`config.mk`:
```
export PLATFORM = sky130hd
export DESIGN_NAME = lane_serializer_flat
export DESIGN_NICKNAME = d
export VERILOG_FILES = /design/src/rtl/lane_serializer_if.sv /design/src/rtl/lane_serializer.sv /design/src/flat_wrapper.sv
export SDC_FILE = /design/constraint.sdc
export NUM_CORES = 1
export LEC_CHECK = 0
export CAP_MARGIN = 20
export CORE_ASPECT_RATIO = 1.25
export CORE_MARGIN = 10
export CORE_UTILIZATION = 50
export DETAILED_ROUTE_END_ITERATION = 12
export GPL_TIMING_DRIVEN = 0
export PLACE_DENSITY = 0.75
export SLEW_MARGIN = 20
export SYNTH_ARGS = -nofsm -noshare
export SYNTH_HDL_FRONTEND = slang
export SYNTH_SLANG_ARGS = --single-unit
```
`constraint.sdc`:
```
create_clock -name clk -period 2 [get_ports clk]
set_input_delay 0.3 -clock clk [delete_from_list [all_inputs] [get_ports clk]]
set_output_delay 0.3 -clock clk [all_outputs]
set_load 0.005 [all_outputs]
```
`src/rtl/lane_serializer_if.sv`:
```
// lane_serializer_if: word-in / lane-out handshake bundle for lane_serializer.
interface lane_serializer_if #(
    parameter int LANE_W    = 5,
    parameter int NUM_LANES = 10,
    parameter int SHIFT_W   = 3
);
    logic                        in_valid;
    logic                        in_ready;
    logic [LANE_W*NUM_LANES-1:0] in_word;
    logic [SHIFT_W-1:0]          in_shift;
    logic                        in_word_ok;
    logic                        lane_valid;
    logic                        lane_ready;
    logic [LANE_W-1:0]           lane_data;
    logic [3:0]                  lane_idx;
    logic                        lane_last;

    modport slave (
        input  in_valid, in_word, in_shift, in_word_ok, lane_ready,
        output in_ready, lane_valid, lane_data, lane_idx, lane_last
    );

    modport master (
        output in_valid, in_word, in_shift, in_word_ok, lane_ready,
        input  in_ready, lane_valid, lane_data, lane_idx, lane_last
    );
endinterface

```
`src/rtl/lane_serializer.sv`:
```
// lane_serializer: emits the meaningful lanes of a shifted word, LSB lane first, one per cycle.
// Optional saturating drop counter (drop_cnt/drop_clr) under LANE_SERIALIZER_DROP_CNT_EN.
module lane_serializer #(
    parameter int LANE_W    = 5,
    parameter int NUM_LANES = 10,
    parameter int SHIFT_W   = 3
) (
    input logic clk,
    input logic rst_n,
    lane_serializer_if.slave bus
`ifdef LANE_SERIALIZER_DROP_CNT_EN
    ,
    input  logic       drop_clr,
    output logic [7:0] drop_cnt
`endif
);
    localparam int MAX_SHIFT = 4;

    typedef enum logic {IDLE, SEND} state_t;

    state_t                      state_q;
    logic [LANE_W*NUM_LANES-1:0] word_q;
    logic [3:0]                  cnt_q, cnt_d, idx_q, idx_d;
    logic                        valid_q, last_q;
    logic [LANE_W-1:0]           data_q;
    logic                        good, finish, accept;

    assign good   = bus.in_word_ok && (bus.in_shift <= SHIFT_W'(MAX_SHIFT));
    assign finish = valid_q && last_q && bus.lane_ready;
    // Ready during the final lane transfer lets the next word follow with no bubble.
    assign bus.in_ready = (state_q == IDLE) || finish;
    assign accept = bus.in_valid && bus.in_ready;
    assign cnt_d  = 4'(NUM_LANES) - 4'(bus.in_shift);
    assign idx_d  = idx_q + 4'd1;

    assign bus.lane_valid = valid_q;
    assign bus.lane_data  = data_q;
    assign bus.lane_idx   = idx_q;
    assign bus.lane_last  = last_q;

    always_ff @(posedge clk or negedge rst_n) begin
        if (!rst_n) begin
            state_q <= IDLE;
            word_q  <= '0;
            cnt_q   <= '0;
            idx_q   <= '0;
            valid_q <= 1'b0;
            data_q  <= '0;
            last_q  <= 1'b0;
        end else if (state_q == IDLE || finish) begin
            if (accept && good) begin
                state_q <= SEND;
                word_q  <= bus.in_word;
                cnt_q   <= cnt_d;
                idx_q   <= '0;
                valid_q <= 1'b1;
                data_q  <= bus.in_word[LANE_W-1:0];
                last_q  <= (cnt_d == 4'd1);
            end else begin
                state_q <= IDLE;
                idx_q   <= '0;
                valid_q <= 1'b0;
                data_q  <= '0;
                last_q  <= 1'b0;
            end
        end else if (bus.lane_ready) begin
            idx_q  <= idx_d;
            data_q <= word_q[idx_d*LANE_W +: LANE_W];
            last_q <= (idx_d == cnt_q - 4'd1);
        end
    end

`ifdef LANE_SERIALIZER_DROP_CNT_EN
    logic [7:0] drop_q;

    always_ff @(posedge clk or negedge rst_n) begin
        if (!rst_n)
            drop_q <= '0;
        else if (drop_clr)
            drop_q <= '0;
        else if (accept && !good && drop_q != 8'hFF)
            drop_q <= drop_q + 8'd1;
    end

    assign drop_cnt = drop_q;
`endif
endmodule

```
`src/flat_wrapper.sv`:
```
// flat-port wrapper written by rule: the top's interface ports become plain ports
module lane_serializer_flat 
#(
    parameter int LANE_W    = 5,
    parameter int NUM_LANES = 10,
    parameter int SHIFT_W   = 3
)
  (clk, rst_n, bus_in_valid, bus_in_word, bus_in_shift, bus_in_word_ok, bus_lane_ready, bus_in_ready, bus_lane_valid, bus_lane_data, bus_lane_idx, bus_lane_last);
  lane_serializer_if #(.LANE_W(LANE_W), .NUM_LANES(NUM_LANES), .SHIFT_W(SHIFT_W)) bus_i ();
  input logic clk;
  input logic rst_n;
  input wire logic [$bits(bus_i.in_valid)-1:0] bus_in_valid;
  input wire logic [$bits(bus_i.in_word)-1:0] bus_in_word;
  input wire logic [$bits(bus_i.in_shift)-1:0] bus_in_shift;
  input wire logic [$bits(bus_i.in_word_ok)-1:0] bus_in_word_ok;
  input wire logic [$bits(bus_i.lane_ready)-1:0] bus_lane_ready;
  output wire logic [$bits(bus_i.in_ready)-1:0] bus_in_ready;
  output wire logic [$bits(bus_i.lane_valid)-1:0] bus_lane_valid;
  output wire logic [$bits(bus_i.lane_data)-1:0] bus_lane_data;
  output wire logic [$bits(bus_i.lane_idx)-1:0] bus_lane_idx;
  output wire logic [$bits(bus_i.lane_last)-1:0] bus_lane_last;
  assign bus_i.in_valid = bus_in_valid;
  assign bus_i.in_word = bus_in_word;
  assign bus_i.in_shift = bus_in_shift;
  assign bus_i.in_word_ok = bus_in_word_ok;
  assign bus_i.lane_ready = bus_lane_ready;
  assign bus_in_ready = bus_i.in_ready;
  assign bus_lane_valid = bus_i.lane_valid;
  assign bus_lane_data = bus_i.lane_data;
  assign bus_lane_idx = bus_i.lane_idx;
  assign bus_lane_last = bus_i.lane_last;
  lane_serializer #(.LANE_W(LANE_W), .NUM_LANES(NUM_LANES), .SHIFT_W(SHIFT_W)) u_core (.clk(clk), .rst_n(rst_n), .bus(bus_i));
endmodule
```
==> flow_summary.yaml, run 1 <==
critical_path:
  slowest_stage: "clkdlybuf4s50_1"
  path_class: "in -> reg"
  cp_data_arrival_time_ns: 2.12
  cp_num_buf_inv: 3
  required_ns: 2.23
  path_max_fanout: 10
  cp_cell_sequence: "clkdlybuf4s50_1 -> inv_1 -> ha_1 -> o211ai_1 -> a21oi_2 -> clkbuf_4 -> mux2_2"
  critical-path-max-stage-delay_ns: 0.48
  crit_family: "buffers and inverters"
  cp-end-kind: "register"
  r2r_start: "u_core.bus.lane_idx[0]"
  rr_worst_depth: 7
  r2r_setup_slack_ns: 0.12
  r2r_end: "u_core.bus.lane_data[4]"
  start_kind: "input pin"
detailed_routing:
  firstDrtPassIters: 4
  routed_wl_um: 7510
  viasPerCell: 5.29
  wire_per_inst_um: 18.2
  vias: 2183
  antenna_left: 0
  drc_errors: 0
  drt_iter0_drc: 106
synth:
  synth.avg_cell_area_um2: 13.0
  synth-seq-cells: 65
  synth_top_area_share_pct: 51.9
  synthTopCellsByCount: "dfrtp_1, mux2_2, mux2i_1"
  postSynthCellCount: 241
  ys_types: 39
  ys.flop_type: "dfrtp_1"
  async_flop_share_pct: 100
  post-synth-top-count-cell: "dfrtp_1"
  syn_area_mm2: 0.00314
  yosys-top-cells-area: "dfrtp_1, mux2_2, mux2i_1"
  synthesis.nets: 304
  ys_seq_area_share_pct: 51.9
  yosys.area.top_type: "dfrtp_1"
  synth_edf_count: 0
  yosysWarnings: 0
global_routing:
  grt_use_met2_pct: 27.7
  use_met3_pct: 4.30
  antenna_found_initial: 0
  grt_util_all_layers_pct: 15.5
  grt_max_degree: 53
  grt_pass1_vias: 2412
  grt_use_met1_pct: 17.2
  grt_overflow: 0
  busiest_layer: "met2"
  grt_pass1_wl_um: 12000
cts:
  cts_root_buf: "clkbuf_8"
  clk_pin_slew_worst_paths_ns: 0.08
  clk_latency_ns: 0.34
  h-tree-depth: 3
  cts_buffer_depth: 2
  cts_tree: "built"
  cts.sink_count: 65
  cts_made_buffers: 9
die:
  die_w_um: 90.8
  start_util_pct: 51.2
  dieArea_mm2: 0.00986
  core.rowCount: 32
  io_pins: 70
  core_area_mm2: 0.00613
  fp.dieH_um: 109
finish:
  areaGrowthSynthToFinish_pct: 35.4
  fin_cells: 413
  fill_cells: 476
  seqCellArea_mm2: 0.00163
  layout-drive-gt1-share_pct: 27.4
  diodes: 0
  num-nets-final: 386
  multiInputGateArea_mm2: 0.00145
worst_hold_path:
  min_path_type: "in -> async"
sta:
  tns_ns: 0
  clock_skew_ns: 0.0116
  worst_slew_pin_slew_ns: 0.541
  slew_headroom_pct: 63.9
  hold_violations: 0
  finalSetupViolCount: 0
  post-route-period-util_pct: 94.9
  fmax_mhz: 527
  slew_viol_final: 0
  finalCriticalPeriod_ns: 1.90
  grt_setup_unrepaired: "false"
place:
  port_buffers: 68
  post-place-cells: 395
  dp.final_hpwl_um: 5590
  routabilityCongestion: 0.887
power:
  p_leak_nw: 1.82
  power.density_mw_per_mm2: 1490
  peakVddDrop_v: 0.000809
  total_power_mw: 6.34
run:
  cap_viol_max_count: 0
outcome:
  status: "finished, final reports clean"
-- what timing repair did --
item,4_1_cts,5_1_grt
resized for setup,5,14
hold buffers,1,0
endpoints found under the setup margin,4,52
hold endpoints to repair,13,0
setup buffers,0,1
-- metrics by stage --
| step | util (%) | area (um^2) | setup slack [ns] | hold slack, ns |
|---|---|---|---|---|
| 2_1_floorplan | - | 3140 | 0.138 | 0.00441 |
| 3_3_place_gp | 64.1 | 3920 | -1.50 | 0.485 |
| 3_5_place_dp | 64.5 | 3950 | -0.333 | 0.174 |
| 4_1_cts | 68.6 | 4200 | 0.0185 | 0.349 |
| 5_1_grt | 69.3 | 4250 | 0.00647 | 0.368 |
| 6_report | 69.3 | 4250 | 0.102 | 0.352 |
-- report_power, final --
group | internal (mW) | switching [mW] | total [mW]
sequential | 1.95 | 0.394 | 2.34
combinational | 1.55 | 1.17 | 2.72
clock | 0.740 | 0.535 | 1.28
total | 4.24 | 2.10 | 6.34
-- worst max path at each step --
| stage | start | end | slack (ns) | depth (start not counted) |
|---|---|---|---|---|
| floorplan | u_core.bus.lane_idx[0] | u_core.bus.lane_data[3] | 0.14 | 7 |
| global placement | rst_n | u_core.cnt_q[2] | -1.50 | 1 |
| detailed placement | bus_in_shift[0] | u_core.word_q[35] | -0.33 | 7 |
| CTS | u_core.bus.lane_idx[0] | u_core.bus.lane_data[2] | 0.02 | 7 |
| global route | bus_in_shift[0] | u_core.word_q[38] | 0.006 | 7 |
| finish | bus_in_shift[0] | u_core.word_q[46] | 0.10 | 7 |
-- area by class of cell --
class                      count  area share [%]
sequential                    65            38.3
multi-input combinational    158            34.2
timing repair buffer          71            17.0
clock buffer                  10            3.24
tap                           85            2.50
clock inverter                 6            2.12
buffer                        11            2.00
inverter                       7           0.619
-- layer usage --
metal  wire length, um  vias to the layer above
met3               340                        7
met4               100                        0
met5                 0                        -
met1              3070                     1085
li1                  -                     1033
met2              4000                       58
-- placed cells by master, fill, tap and decap left out, types with 2 or more instances in the layout --
master           Yosys  final
a21oi_1              4      4
a22oi_1             12     12
and2_1               2      2
buf_4                2      8
buf_6                0      2
bufinv_16            0      2
clkbuf_2             1      2
clkbuf_8             0     10
clkdlybuf4s50_1      0     67
dfrtp_1             65     65
ha_1                 5      4
inv_1                7      7
mux2_2              51     51
mux2i_1             23     21
mux2i_2              0      2
nand2_1              9      9
nand2b_1             2      2
nand3_1              4      4
nor2_1               5      5
nor2b_1              6      6
o211ai_1             5      5
o21ai_0              2      2
xnor2_1              7      7
xor2_1               3      2
-- registers in the layout (all words and copies together) (netlist names) --
signal	flops
u_core.bus.lane_data	5
u_core.bus.lane_last	1
u_core.bus.lane_idx	4
u_core.word_q	50
u_core.bus.lane_valid	1
u_core.cnt_q	4
-- cells by family (layout without fill, tap and decap cells) --
family | Yosys count | in the layout | share of synthesized area (%)
flip-flops | 65 | 65 | 51.9
AO/OA/AOI/OAI | 31 | 31 | 6.94
adder cells (fa/ha/maj) | 5 | 5 | 1.99
buffers and inverters | 18 | 105 | 2.71
XOR/XNOR | 11 | 11 | 3.31
AND/OR/NAND/NOR | 35 | 35 | 5.98
multiplexers | 76 | 76 | 27.2
Power figures use the tool's default switching activity.
==> run 2: changes to the inputs <==
--- a/config.mk
+++ b/config.mk
@@ -6,12 +6,14 @@
 export NUM_CORES = 1
 export LEC_CHECK = 0
 export CAP_MARGIN = 20
+export CELL_PAD_IN_SITES_DETAIL_PLACEMENT = 1
+export CELL_PAD_IN_SITES_GLOBAL_PLACEMENT = 2
 export CORE_ASPECT_RATIO = 1.25
 export CORE_MARGIN = 10
-export CORE_UTILIZATION = 50
+export CORE_UTILIZATION = 33
 export DETAILED_ROUTE_END_ITERATION = 12
 export GPL_TIMING_DRIVEN = 0
-export PLACE_DENSITY = 0.75
+export PLACE_DENSITY = 0.74
 export SLEW_MARGIN = 20
 export SYNTH_ARGS = -nofsm -noshare
 export SYNTH_HDL_FRONTEND = slang
==> flow_summary.yaml, run 2 (synthesized netlist as in run 1, its figures left out) <==
sta:
  post-route-period-util_pct: 94.3
  finalCriticalPeriod_ns: 1.89
  slew_headroom_pct: 61.6
  finalSetupViolCount: 0
  fmax_mhz: 530
  grt_setup_unrepaired: "false"
  clock_skew_ns: 0.00399
  slew_viol_final: 0
  worst_slew_pin_slew_ns: 0.575
  hold_violations: 0
worst_hold_path:
  hold_depth: 3
  worst_hold_startpoint: "bus_in_shift[0]"
  min_path_type: "in -> reg"
  min_to: "u_core.cnt_q[0]"
critical_path:
  cp-end-kind: "register"
  start_kind: "input pin"
  r2r_start: "u_core.bus.lane_idx[0]"
  cp_data_arrival_time_ns: 2.09
  r2r_setup_slack_ns: 0.12
  r2r_end: "u_core.bus.lane_data[2]"
  rr_worst_depth: 7
  path_class: "in -> reg"
  path_max_fanout: 10
  required_ns: 2.21
global_routing:
  grt_util_all_layers_pct: 12.8
  busiest_layer: "met2"
  grt_max_degree: 53
  grt_pass1_vias: 2584
  grt_use_met2_pct: 22.3
  grt_pass1_wl_um: 13800
  grt_overflow: 0
  antenna_found_initial: 0
  use_met3_pct: 2.95
  grt_use_met1_pct: 14.8
die:
  io_pins: 70
  start_util_pct: 34.0
  fp.dieH_um: 129
  core.rowCount: 39
  dieArea_mm2: 0.0138
  core_area_mm2: 0.00922
  die_w_um: 107
power:
  combPwrFrac_pct: 41.5
  swShare_pct: 32.2
  power.switching_mw: 2.17
  p_seq_share_pct: 35.0
  p_leak_nw: 1.87
  peakVddDrop_v: 0.000571
  power.density_mw_per_mm2: 1540
  cell_internal_pwr_mw: 4.56
  clkPwrFrac_pct: 23.6
detailed_routing:
  wire_per_inst_um: 19.0
  antenna_left: 0
  viasPerCell: 4.93
  drc_errors: 0
  routed_wl_um: 8530
  vias: 2217
  drt_iter0_drc: 73
  firstDrtPassIters: 4
finish:
  fin_cells: 450
  layout-drive-gt1-share_pct: 27.5
  diodes: 0
  num-nets-final: 385
  largest_reg_flops: 50
  utilization_pct: 47.5
  fill_cells: 968
  layout_commonest_cell: "clkdlybuf4s50_1"
  largest-register: "u_core.word_q"
  areaGrowthSynthToFinish_pct: 39.7
  final_cell_mix: "clkdlybuf4s50_1, dfrtp_1, mux2_2, mux2i_1, a22oi_1"
cts:
  clk_latency_ns: 0.33
  h-tree-depth: 3
  cts_root_buf: "clkbuf_16"
  cts_made_buffers: 9
  cts.sink_count: 65
  cts_buffer_depth: 2
  cts_tree: "built"
  clk_pin_slew_worst_paths_ns: 0.05
place:
  port_buffers: 68
  routabilityCongestion: 0.804
  post-place-cells: 433
  dp.final_hpwl_um: 6450
run:
  cap_viol_max_count: 0
outcome:
  status: "finished, final reports clean"
## run 2: worst max path at each step
stage / startpoint / endpoint / depth (start not counted)
after floorplan: u_core.bus.lane_idx[0] / u_core.bus.lane_data[3] / 7
after detailed placement: bus_in_shift[0] / u_core.word_q[35] / 7
after CTS: bus_in_shift[0] / u_core.word_q[0] / 7
after global routing: bus_in_shift[1] / u_core.word_q[9] / 7
final: bus_in_shift[1] / u_core.word_q[9] / 7
after global placement: rst_n / u_core.word_q[43] / 1
## run 2: area by class of cell
class	instances	area (um^2)	area share (%)
Clock inverter	1	5.00	0.114
Inverter	7	26.3	0.600
Sequential cell	65	1630	37.2
Multi-Input combinational cell	158	1450	33.2
Tap cell	123	154	3.51
Buffer	11	88.8	2.03
Clock buffer	15	308	7.02
Timing Repair Buffer	70	718	16.4
## run 2: critical path, stage by stage
cell,delay (ns)
clkdlybuf4s50_1,0.45
inv_1,0.11
ha_1,0.17
o211ai_1,0.16
a21oi_4,0.26
clkbuf_4,0.29
mux2_2,0.35
## run 2: metal layers
metal,share of wire (%),vias to the layer above,wire length [um]
met5,0,-,0
met4,1.8,0,151
met3,4.5,12,383
met2,52,52,4420
met1,42,1122,3580
li1,-,1031,-
## run 2: what timing repair did
action,in CTS,in global routing
setup endpoints to repair,54,59
resized for setup,7,16
buffers inserted,0,0
pin swaps,0,1
hold buffers,1,0
hold endpoints to repair,13,0
## run 2: per-stage QoR
| stage | hold slack [ns] | cell area, um^2 | setup slack, ns | power, mW | TNS (ns) |
|---|---|---|---|---|---|
| after floorplan | 0.00441 | 3140 | 0.138 | 4.11 | 0 |
| after global placement | 0.486 | 3970 | -1.62 | 4.96 | -124.16 |
| after detailed placement | 0.180 | 4000 | -0.424 | 5.04 | -21.43 |
| after CTS | 0.387 | 4350 | -0.0646 | 6.77 | -1.70 |
| after global routing | 0.387 | 4380 | 0.00506 | 7.19 | 0 |
| final | 0.338 | 4380 | 0.115 | 6.73 | 0 |
## run 2: power groups by stage
| stage | clock, mW | sequential (mW) | combinational, mW |
|---|---|---|---|
| final | 1.59 | 2.35 | 2.79 |
| after global routing | 1.67 | 2.45 | 3.07 |
| after CTS | 1.62 | 2.35 | 2.80 |
| after detailed placement | 0 | 2.36 | 2.68 |
| after global placement | 0 | 2.34 | 2.62 |
| after floorplan | 0 | 2.25 | 1.86 |
==> run 3: changes to the inputs <==
--- a/config.mk
+++ b/config.mk
@@ -13,7 +13,9 @@
 export CORE_UTILIZATION = 33
 export DETAILED_ROUTE_END_ITERATION = 12
 export GPL_TIMING_DRIVEN = 0
+export HOLD_SLACK_MARGIN = 0.12
 export PLACE_DENSITY = 0.74
+export SKIP_LAST_GASP = 1
 export SLEW_MARGIN = 20
 export SYNTH_ARGS = -nofsm -noshare
 export SYNTH_HDL_FRONTEND = slang
==> results of run 3 <==
Same layout as run 2: the final DEF is identical, and so are final timing and power.
